File: src/rtl/serial_adder_ctrl.sv
// serial_adder_ctrl: LSB-first WIDTH-bit adder sequencing one shared 1-bit full-adder cell
module serial_adder_ctrl #(
  parameter int WIDTH = 8,
  parameter int CNT_W = $clog2(WIDTH)
) (
  input  logic             clk,
  input  logic             rst,
  input  logic             in_valid,
  output logic             in_ready,
  input  logic [WIDTH-1:0] in_a,
  input  logic [WIDTH-1:0] in_b,
  input  logic             in_cin,
  output logic             out_valid,
  input  logic             out_ready,
  output logic [WIDTH-1:0] out_sum,
  output logic             out_cout,
  output logic             busy,
  output logic             fa_a,
  output logic             fa_b,
  output logic             fa_c,
  input  logic             fa_sum,
  input  logic             fa_carry
);
  typedef enum logic [1:0] {IDLE, RUN, DONE} state_t;
  state_t state, state_nx;
  logic [WIDTH-1:0] a_sh, b_sh, sum_sh;
  logic c_reg;
  logic [CNT_W-1:0] cnt;
  logic accept, cnt_last;
  assign accept = in_valid & in_ready;
  assign cnt_last = cnt == CNT_W'(WIDTH - 1);
  assign out_sum = sum_sh;
  assign out_cout = c_reg;
  // state register
  always_ff @(posedge clk or posedge rst)
    if (rst) state <= IDLE;
    else state <= state_nx;
  // next state: an accept always starts RUN, including back-to-back from DONE
  always_comb begin
    state_nx = accept ? RUN :
               state == RUN ? (cnt_last ? DONE : RUN) :
               (state == DONE && out_ready) ? IDLE : state;
  end
  // handshake, status and full-adder drive; the cell sees zeros outside RUN
  always_comb begin
    in_ready = state == IDLE || (state == DONE && out_ready);
    out_valid = state == DONE;
    busy = state == RUN;
    fa_a = state == RUN ? a_sh[0] : 1'b0;
    fa_b = state == RUN ? b_sh[0] : 1'b0;
    fa_c = state == RUN ? c_reg : 1'b0;
  end
  // operand capture, then one bit per RUN cycle through the shared cell
  always_ff @(posedge clk or posedge rst)
    if (rst) begin
      a_sh <= '0;
      b_sh <= '0;
      sum_sh <= '0;
      c_reg <= 1'b0;
      cnt <= '0;
    end else if (accept) begin
      a_sh <= in_a;
      b_sh <= in_b;
      sum_sh <= '0;
      c_reg <= in_cin;
      cnt <= '0;
    end else if (state == RUN) begin
      a_sh <= {1'b0, a_sh[WIDTH-1:1]};
      b_sh <= {1'b0, b_sh[WIDTH-1:1]};
      sum_sh <= {fa_sum, sum_sh[WIDTH-1:1]};
      c_reg <= fa_carry;
      cnt <= cnt + 1'b1;
    end
endmodule

File: config.mk
export PLATFORM = sky130hd
export DESIGN_NAME = serial_adder_ctrl
export DESIGN_NICKNAME = d
export VERILOG_FILES = /design/src/rtl/serial_adder_ctrl.sv
export SDC_FILE = /design/constraint.sdc
export NUM_CORES = 1
export LEC_CHECK = 0
export BUFFER_PORTS_ARGS = -buffer_cell sky130_fd_sc_hd__buf_2
export CAP_MARGIN = 20
export CORE_UTILIZATION = 34
export DETAILED_ROUTE_END_ITERATION = 16
export GPL_ROUTABILITY_DRIVEN = 0
export GPL_TIMING_DRIVEN = 1
export PLACE_DENSITY = 0.65
export SLEW_MARGIN = 20
export SYNTH_ARGS = -nofsm -noshare
export SYNTH_HDL_FRONTEND = slang
export SYNTH_SLANG_ARGS = --single-unit
File: constraint.sdc
create_clock -name clk -period 3.2 [get_ports clk]
set_input_delay 0.48 -clock clk [delete_from_list [all_inputs] [get_ports clk]]
set_output_delay 0.48 -clock clk [all_outputs]
set_load 0.05 [all_outputs]
* Word-level counts from Yosys, hierarchy flattened
Index checks and enable logic that the tools add are counted.
** Word-level totals
- Output and inout bits :: 15
- Input port bits :: 23
- Word-level logic and storage cells :: 33
- Flip-flop bits (word level) :: 30
** Operators by class
- $add $sub $neg :: 1
- Bitwise operators :: 1
- Reductions and logical operators :: 5
- Muxes and demuxes :: 17
- Eq/ne operators :: 3
** Operator list (number)
- 2-to-1 mux 8 bit :: 6
- 2-to-1 mux 2 bit :: 4
- 2-to-1 mux 3 bit :: 2
- 2-to-1 mux 1 bit :: 5
- adder 3 x 1 -> 3 bit (second input constant) :: 1
- equality test 3 bit (second input constant) :: 1
- nonzero test 3 bit :: 1
- equality test 2 x 1 -> 1 bit (second input constant) :: 1
- equality test 2 bit (second input constant) :: 1
- logical NOT 2 bit :: 1
- nonzero test 2 bit :: 1
- AND 1 bit :: 1
- logical AND 1 bit :: 1
- logical OR 1 bit :: 1

* Logic depth before layout (Yosys ltp)
Gate-level depths: netlist of run 1.
- Word-level depth :: 5
- Mapped depth :: 7
- Gate-level depth less buffers :: 4

* Least setup slack after synthesis of run 1
OpenSTA, ideal clock, no wires.
- Path type :: register to output
- From :: register state[1]
- To :: output fa_a
- Stages on the path, launching flop included :: 7
- Arrival time :: 1.674 ns
- Slack :: 1.046 ns
- Path buffers :: 3
- Cell sequence :: dfrtp_1 nand2b_1 buf_6 inv_6 buf_6 buf_2 and2_1
** Between the ends
- Word-level cells in the longest chain between the ends :: 2
** RTL lines
- start, declared :: RTL line 25 : state_t state, state_nx;
- start signal, assigned :: RTL line 37 : else state <= state_nx;
- equality test 2 x 1 -> 1 bit
- named net busy :: RTL line 17 : output logic busy,
- 2-to-1 mux 1 bit :: RTL line 49 : fa_a = state == RUN ? a_sh[0] : 1'b0;
- end, declared :: RTL line 18 : output logic fa_a,
The timed path passes the listed nets, and every way through them passes these cells.

* Final worst setup path of run 1
- From :: register state[1]
- To :: output fa_b
** Between the ends
- Word-level cells in the longest chain between the ends :: 2
** RTL lines
- equality test 2 x 1 -> 1 bit :: RTL line 50 : fa_b = state == RUN ? b_sh[0] : 1'b0;
- 2-to-1 mux 1 bit :: RTL line 50
- end, declared :: RTL line 19 : output logic fa_b,
No other way between the ends.

==> results of run 1 <==
-- cells by family after synthesis --
family | share of synthesized area [%]
muxes | 26.6
and+or+nand+nor | 8.83
DFF | 51.4
AOI/OAI and AO/OA | 5.83
buffers and inverters | 5.06
adders and majority gates | 1.71
xor gates and xnor gates | 0.600
-- metrics by stage --
stage / setup slack [ns] / power [mW] / instance area [um2] / cells
finish: 1.09 / 2.02 / 1810 / 212
floorplan: 1.05 / 1.40 / 1460 / 122
detailed placement: 1.25 / 1.56 / 1670 / 204
global route: 0.983 / 2.15 / 1810 / 212
global placement: 1.29 / 1.52 / 1670 / 204
CTS: 1.08 / 2.04 / 1810 / 212
-- per-layer routing --
metal | GRT usage (%) | share of wire [%] | vias to the layer above
met4 | 6.38 | 2.3 | 0
met3 | 4.73 | 4.6 | 7
met2 | 23.8 | 52 | 22
li1 | - | - | 484
met5 | 0 | 0 | -
met1 | 15.6 | 41 | 488
-- final timing paths --
check | startpoint | depth (start not counted) | to
max | state[1] | 5 | fa_b
min | rst | 2 | b_sh[3]
max reg2reg | state[1] | 3 | a_sh[4]
min reg2reg | state[1] | 2 | state[1]
max in group asynchronous | rst | 2 | a_sh[4]
min in group clk | fa_sum | 3 | out_sum[7]
-- report_power, final --
part	internal [mW]	leakage [nW]	total, mW	switching (mW)
combinational	0.384	0.498	0.932	0.547
sequential	0.529	0.384	0.613	0.0843
clock	0.332	0.0714	0.473	0.141
total	1.25	0.953	2.02	0.773
-- cells in the final DEF (no fill, tap or decap), drive strengths merged --
| master | count |
|---|---|
| dfrtp | 30 |
| clkbuf | 6 |
| o211a | 1 |
| mux2 | 30 |
| bufinv | 2 |
| nand2 | 22 |
| or2 | 1 |
| o211ai | 1 |
| and2 | 3 |
| xnor2 | 1 |
| buf | 38 |
| mux2i | 2 |
| o21a | 1 |
| a21oi | 11 |
| inv | 6 |
| nor2 | 4 |
| ha | 2 |
| nand2b | 1 |
-- worst reg2reg max path: cells and delay by family, from the launching register on --
family / cells / cell delay, ns
AO/OA/AOI/OAI: 1 / 0.79
multiplexers: 1 / 0.42
flip-flops: 1 / 0.36
buffers and inverters: 1 / 0.10
-- cell type report --
| class | instances | area, um2 | area share [%] |
|---|---|---|---|
| Inverter | 6 | 27.5 | 1.52 |
| Multi-Input combinational cell | 80 | 636 | 35.1 |
| Clock buffer | 6 | 82.6 | 4.56 |
| Timing Repair Buffer | 38 | 193 | 10.6 |
| Sequential cell | 30 | 751 | 41.4 |
| Tap cell | 50 | 62.6 | 3.45 |
| Clock inverter | 2 | 60.1 | 3.31 |
-- sequential cells by signal, indices dropped and copies added, names as in the netlist --
signal and count:
state 2, a_sh 8, out_cout 1, b_sh 8
cnt 3, out_sum 8
==> impl_metrics.toml, run 1 <==
[critical_path]
path_max_fanout = 27
cp_slowest_stage_delay_ns = 0.39
crit_slowest_cell = "dfrtp_1"
reg2reg_slack_ns = 1.41
worstSetupStartpointType = "flop"
critical_path.cell_chain = "nand2b_1 > buf_4 > inv_6 > and2_1 > buf_2"
cp_num_buf_inv = 3
worst_ep_required_time_ns = 2.72
worstSetupPathType = "reg -> out"
worstSetupEndpointType = "output pin"
crit_arrival_ns = 1.63
path_delay_family = "buffers and inverters"

[synth]
synthCells = 122
async_flop_share_pct = 100
synth.cell_area_um2 = 1460
yosysSeqAreaShare_pct = 51.4
syn_nets = 147
yosysMostFrequentCell = "dfrtp_1"
synth_top_area_share_pct = 51.4
syn_area_per_cell_um2 = 12.0
synth_ff_type = "dfrtp_1"
synth_common_cells = "30 x dfrtp_1, 22 x mux2_2, 22 x nand2_1, 11 x a21oi_1, 8 x mux2_4"
yosys_warnings = 0
synth_seq_cells = 30
yosysTopAreaCell = "dfrtp_1"
synth_edf_count = 0
synthDistinctLibCells = 20
synthTopCellsByArea = "dfrtp_1 51%, mux2_2 17%, mux2_4 8.2%, nand2_1 5.7%, a21oi_1 3.8%"

[timing]
min_period_ns = 2.11
report.final.slew_viol_count = 0
fin_skew_ns = 0.00755
hold_ws_ns = 0.269
rsz0062_at_grt = "false"
fmax_mhz = 474
relSlewSlack_pct = 35.1
tns_ns = 0
finalCritPeriodShare_pct = 65.9
finalHoldViolations = 0
worst_pin_slew_ns = 0.970
setup_viol = 0

[global_routing]
grt_pass1_vias = 1043
grt_start_max_net_pins = 31
overflow = 0
antenna_found_initial = 0
grtUsageTotal_pct = 14.0
grt_pass1_wl_um = 4620

[detailed_routing]
final_antenna_net_count = 0
drt-initial-drc-count = 19
first_pass_iters = 4
vias = 1001
drcViolationCount = 0
via_per_inst = 4.72
wl_per_cell_um = 12.8
routed_wl_um = 2720

[clock_tree]
cts_resized = 0
insertion_delay_ns = 0.28
cts_made_buffers = 5
htree_levels = 2
cts.clk_slew.worst_paths_ns = 0.07
postCtsHoldBufs = 0
cts_buffer_depth = 2
root_buffer = "clkbuf_8"
cts_num_sinks = 30
post-cts-setup-buffer-count = 0
cts_tree = "built"

[floorplanning]
die_x_um = 67.5
rows = 23
initial_core_util_pct = 36.0
pin_count = 38
die_y_um = 67.5
core-area_um2 = 4060
die-area_um2 = 4560

[layout]
num_antenna_cells = 0
nFillCells = 376
drive_gt1_share_pct = 49.4
postLayoutCoreUtil_pct = 44.7
fin_nets = 186
syn_to_final_growth_pct = 24.1

[run_status]
status = "finished clean"

[place]
port-buffer-count = 37
hpwl_um = 1980

[flow_run]
cap_violations = 0

[hold_path]
min_path_type = "in -> async"

[power]
p_leak_nw = 0.953
peakVddDrop_v = 0.000478
power_density_nw_per_um2 = 1110
No activity file was read; power rests on OpenSTA's default activity.
==> run 2: changes to the inputs <==
--- a/config.mk
+++ b/config.mk
@@ -11,7 +11,7 @@
 export DETAILED_ROUTE_END_ITERATION = 16
 export GPL_ROUTABILITY_DRIVEN = 0
 export GPL_TIMING_DRIVEN = 1
-export PLACE_DENSITY = 0.65
+export PLACE_DENSITY = 0.68
 export SLEW_MARGIN = 20
 export SYNTH_ARGS = -nofsm -noshare
 export SYNTH_HDL_FRONTEND = slang
==> constraint.sdc (replaced) <==
create_clock -name clk -period 1.75 [get_ports clk]
set_input_delay 0.2625 -clock clk [delete_from_list [all_inputs] [get_ports clk]]
set_output_delay 0.2625 -clock clk [all_outputs]
set_load 0.05 [all_outputs]
==> impl_metrics.toml, run 2 (synthesis results as in run 1) <==
[timing]
finalCritPeriodShare_pct = 95.2
rsz0062_at_grt = "false"
tns_ns = 0
finalHoldViolations = 0
min_period_ns = 1.67
report.final.slew_viol_count = 0
setup_viol = 0
fin_skew_ns = 0.00512
fmax_mhz = 600
fin_ws_ns = 0.0843
relSlewSlack_pct = 74.8
worst_pin_slew_ns = 0.378

[power]
peakVddDrop_v = 0.00106
p_total_mw = 3.49
power_density_nw_per_um2 = 1930
p_leak_nw = 0.960

[critical_path]
critical_path.cell_chain = "nand2b_1 > inv_6 > buf_4 > buf_4"
worstSetupStartpointType = "flop"
path_common_cell = "buf_4"
crit_arrival_ns = 1.40
worstSetupEndpointType = "output pin"
worstSetupPathType = "reg -> out"
timing.rr.start = "state[1]"
crit_slowest_cell = "dfrtp_1"
reg2reg_depth = 5
reg2reg_slack_ns = 0.13
path_max_fanout = 12
worstSetupStartpoint = "state[1]"
worst_ep_required_time_ns = 1.49
r2r_end = "b_sh[3]"
cp_slowest_stage_delay_ns = 0.39

[layout]
num_antenna_cells = 0
layout_common_cells = "36 x buf_2, 30 x dfrtp_1, 22 x nand2_1, 22 x mux2_2, 11 x a21oi_1"
multi_input_area_um2 = 643
nFillCells = 381
finalInstanceArea_um2 = 1810
syn_to_final_growth_pct = 24.1
seq_area_um2 = 751
postLayoutCoreUtil_pct = 44.7
fin_nets = 191
drive_gt1_share_pct = 52.1
layout_commonest_cell = "buf_2"

[global_routing]
grt_pass1_wl_um = 4650
grt_start_max_net_pins = 31
antenna_found_initial = 0
grt_pass1_vias = 1060
overflow = 0
grtUsageTotal_pct = 13.9

[flow_run]
cap_violations = 0

[clock_tree]
root_buffer = "clkbuf_8"
postCtsHoldBufs = 0
cts_buffer_depth = 2
cts_num_sinks = 30
insertion_delay_ns = 0.27
cts_made_buffers = 5
htree_levels = 2
cts.clk_slew.worst_paths_ns = 0.07
cts_tree = "built"

[detailed_routing]
first_pass_iters = 4
routed_wl_um = 2750
wl_per_cell_um = 12.7
via_per_inst = 4.61
drcViolationCount = 0
final_antenna_net_count = 0
drt-initial-drc-count = 29
vias = 1000

[place]
place_area_um2 = 1700
hpwl_um = 1990
port-buffer-count = 37
place_ws_ns = 0.220

[floorplanning]
die_y_um = 67.5
core-area_um2 = 4060
rows = 23
die-area_um2 = 4560
die_x_um = 67.5
initial_core_util_pct = 36.0
pin_count = 38

[run_status]
status = "finished clean"

[hold_path]
min_path_type = "in -> async"
-- run 2: power breakdown --
group	switching (mW)	total (mW)	internal (mW)	leakage (nW)
combinational	1.03	1.81	0.787	0.529
sequential	0.151	1.12	0.968	0.384
clock	0.248	0.564	0.315	0.0472
total	1.43	3.49	2.07	0.960
-- run 2: area by class of cell --
cell class	count	share of cell area, %
Clock buffer	6	4.56
Clock inverter	2	0.691
Inverter	6	1.52
Multi-Input combinational cell	80	35.5
Sequential cell	30	41.4
Tap cell	50	3.45
Timing Repair Buffer	43	12.8
-- run 2: worst max path at each step --
stage | to | slack [ns] | cells after the start
3_3_place_gp | busy | 0.26 | 4
3_5_place_dp | a_sh[5] | 0.22 | 4
2_1_floorplan | fa_a | 0.12 | 6
5_1_grt | busy | 0.03 | 4
6_report | busy | 0.08 | 4
4_1_cts | busy | 0.08 | 4
-- run 2: routing by layer --
layer / GRT usage (%) / part of all wire (%) / vias to the layer above
met4: 6.91 / 1.1 / 0
li1: - / - / 495
met5: 0 / 0 / -
met1: 15.5 / 41 / 482
met3: 3.89 / 3.9 / 4
met2: 24.0 / 54 / 19
-- run 2: worst max-delay path, delay by kind of cell (launching register included) --
family	cells	cell delay (ns)
flip-flops	1	0.39
buffers and inverters	3	0.52
AND/OR/NAND/NOR	1	0.22
-- run 2: stage by stage --
stage / hold slack [ns] / cells
after floorplan: 0.353 / 122
after global placement: 0.344 / 207
after detailed placement: 0.356 / 207
after CTS: 0.0591 / 217
after global routing: 0.0888 / 217
final: 0.0511 / 217
-- run 2: repair_timing --
action                     in CTS  in global routing
setup buffers                   2                  0
setup endpoints to repair       1                  0
resized for setup               1                  0
==> run 3: changes to the inputs <==
--- a/config.mk
+++ b/config.mk
@@ -7,11 +7,11 @@
 export LEC_CHECK = 0
 export BUFFER_PORTS_ARGS = -buffer_cell sky130_fd_sc_hd__buf_2
 export CAP_MARGIN = 20
-export CORE_UTILIZATION = 34
+export CORE_UTILIZATION = 36
 export DETAILED_ROUTE_END_ITERATION = 16
 export GPL_ROUTABILITY_DRIVEN = 0
 export GPL_TIMING_DRIVEN = 1
-export PLACE_DENSITY = 0.68
+export PLACE_DENSITY = 0.7
 export SLEW_MARGIN = 20
 export SYNTH_ARGS = -nofsm -noshare
 export SYNTH_HDL_FRONTEND = slang
==> impl_metrics.toml, run 3 (synthesis results as in run 1) <==
[layout]
fin_nets = 190
multi_input_area_um2 = 646
syn_to_final_growth_pct = 23.9
layout_common_cells = "34 x buf_2, 30 x dfrtp_1, 22 x nand2_1, 22 x mux2_2, 11 x a21oi_1"
num_antenna_cells = 0
layout_commonest_cell = "buf_2"
seq_area_um2 = 751
drive_gt1_share_pct = 51.8
nFillCells = 350

[detailed_routing]
drcViolationCount = 0
wl_per_cell_um = 12.3
first_pass_iters = 3
final_antenna_net_count = 0
vias = 1009
routed_wl_um = 2610
drt-initial-drc-count = 12
via_per_inst = 4.76

[critical_path]
reg2reg_depth = 5
worstSetupPathType = "reg -> out"
path_max_fanout = 12
worstSetupEndpointType = "output pin"
cp_slowest_stage_delay_ns = 0.39
timing.rr.start = "state[1]"
worstSetupStartpoint = "state[1]"
worst_ep_required_time_ns = 1.49
r2r_end = "b_sh[3]"
crit_arrival_ns = 1.37
reg2reg_slack_ns = 0.11
crit_path_end = "fa_c"
crit_slowest_cell = "dfrtp_1"
worstSetupStartpointType = "flop"
critical_path.cell_chain = "nand2b_2 > inv_8 > and2_4 > buf_6"

[flow_run]
cap_violations = 0

[power]
power_density_nw_per_um2 = 1940
p_switching_mw = 1.42
switching_share_pct = 40.7
p_clk_share_pct = 15.5
p_total_mw = 3.50
seqPwrFrac_pct = 32.0
p_int_mw = 2.08
p_leak_nw = 0.954
p_comb_share_pct = 52.5
peakVddDrop_v = 0.000881

[timing]
tns_ns = 0
fin_skew_ns = 0.00476
finalCritPeriodShare_pct = 93.5
worst_pin_slew_ns = 0.364
relSlewSlack_pct = 75.7
min_period_ns = 1.64
fmax_mhz = 611
report.final.slew_viol_count = 0
finalHoldViolations = 0
rsz0062_at_grt = "false"
setup_viol = 0

[global_routing]
grt_start_max_net_pins = 31
antenna_found_initial = 0
grtUsageTotal_pct = 13.8
grt_pass1_wl_um = 4300
grt_pass1_vias = 1022
overflow = 0

[floorplanning]
rows = 22
core-area_um2 = 3770
initial_core_util_pct = 38.7
die-area_um2 = 4310
pin_count = 38
die_y_um = 65.7
die_x_um = 65.7

[clock_tree]
root_buffer = "clkbuf_8"
htree_levels = 2
insertion_delay_ns = 0.28
cts_buffer_depth = 2
cts_num_sinks = 30
cts_made_buffers = 5
cts_tree = "built"
cts.clk_slew.worst_paths_ns = 0.06
postCtsHoldBufs = 0

[run_status]
status = "finished clean"

[place]
hpwl_um = 1850
port-buffer-count = 37

[hold_path]
min_path_type = "in -> async"
## run 3: cell count changes in the layout (fill, tap and decap cells not counted), sizes merged
cell,previous run,this run
clkinv,1,0
clkinvlp,1,0
inv,6,7
buf,43,41
## run 3: cell type report
cell class | count | area share [%]
sequential | 30 | 41.5
clock buffer | 6 | 4.56
timing repair inverter | 1 | 0.346
multi-input combinational | 80 | 35.7
tap | 48 | 3.32
timing repair buffer | 41 | 12.9
inverter | 6 | 1.66
## run 3: how the worst min path moves through the flow
stage | start | cells past startpoint | endpoint | slack, ns
after CTS | rst | 3 | out_sum[6] | 0.06
after global routing | rst | 3 | out_cout | 0.07
after global placement | rst | 3 | out_cout | 0.35
after floorplan | rst | 1 | a_sh[0] | 0.35
after detailed placement | rst | 3 | out_cout | 0.36
final | rst | 3 | out_cout | 0.04
## run 3: worst max-delay path: cells and delay by family (launching register included)
family                 cells  cell delay (ns)
AND/OR/NAND/NOR            2             0.42
flip-flops                 1             0.39
buffers and inverters      2             0.28
## run 3: stage by stage
| stage | std cells | instance area [um2] | hold WS (ns) | setup slack [ns] | utilization [%] |
|---|---|---|---|---|---|
| finish | 212 | 1810 | 0.0417 | 0.114 | 48.0 |
| global route | 212 | 1810 | 0.0748 | 0.0519 | 48.0 |
| CTS | 212 | 1820 | 0.0552 | 0.0223 | 48.1 |
| detailed placement | 204 | 1690 | 0.360 | 0.171 | 44.8 |
| global placement | 204 | 1690 | 0.346 | 0.225 | 44.8 |
| floorplan | 122 | 1470 | 0.353 | 0.116 | - |
## run 3: power by group through the flow
| stage | registers (mW) | clock network, mW | logic (mW) |
|---|---|---|---|
| after floorplan | 1.36 | 0 | 1.25 |
| after global placement | 1.12 | 0 | 1.70 |
| after detailed placement | 1.13 | 0 | 1.75 |
| after CTS | 1.12 | 0.560 | 1.88 |
| after global routing | 1.16 | 0.586 | 1.98 |
| final | 1.12 | 0.542 | 1.84 |
## run 3: repair_timing
item	CTS	global route
resized for setup	8	1
setup endpoints to repair	3	4
gates cloned	1	0
setup buffers	1	0
## run 3: layer usage
layer  global-route usage, %  routed length [um]  share of wire (%)  vias to the layer above
met3                    4.34                 146                5.6                        8
met5                       0                   0                  0                        -
met1                    14.6                1030                 39                      481
met4                    8.97                  63                2.4                        0
met2                    23.5                1380                 53                       26
li1                        -                   -                  -                      494
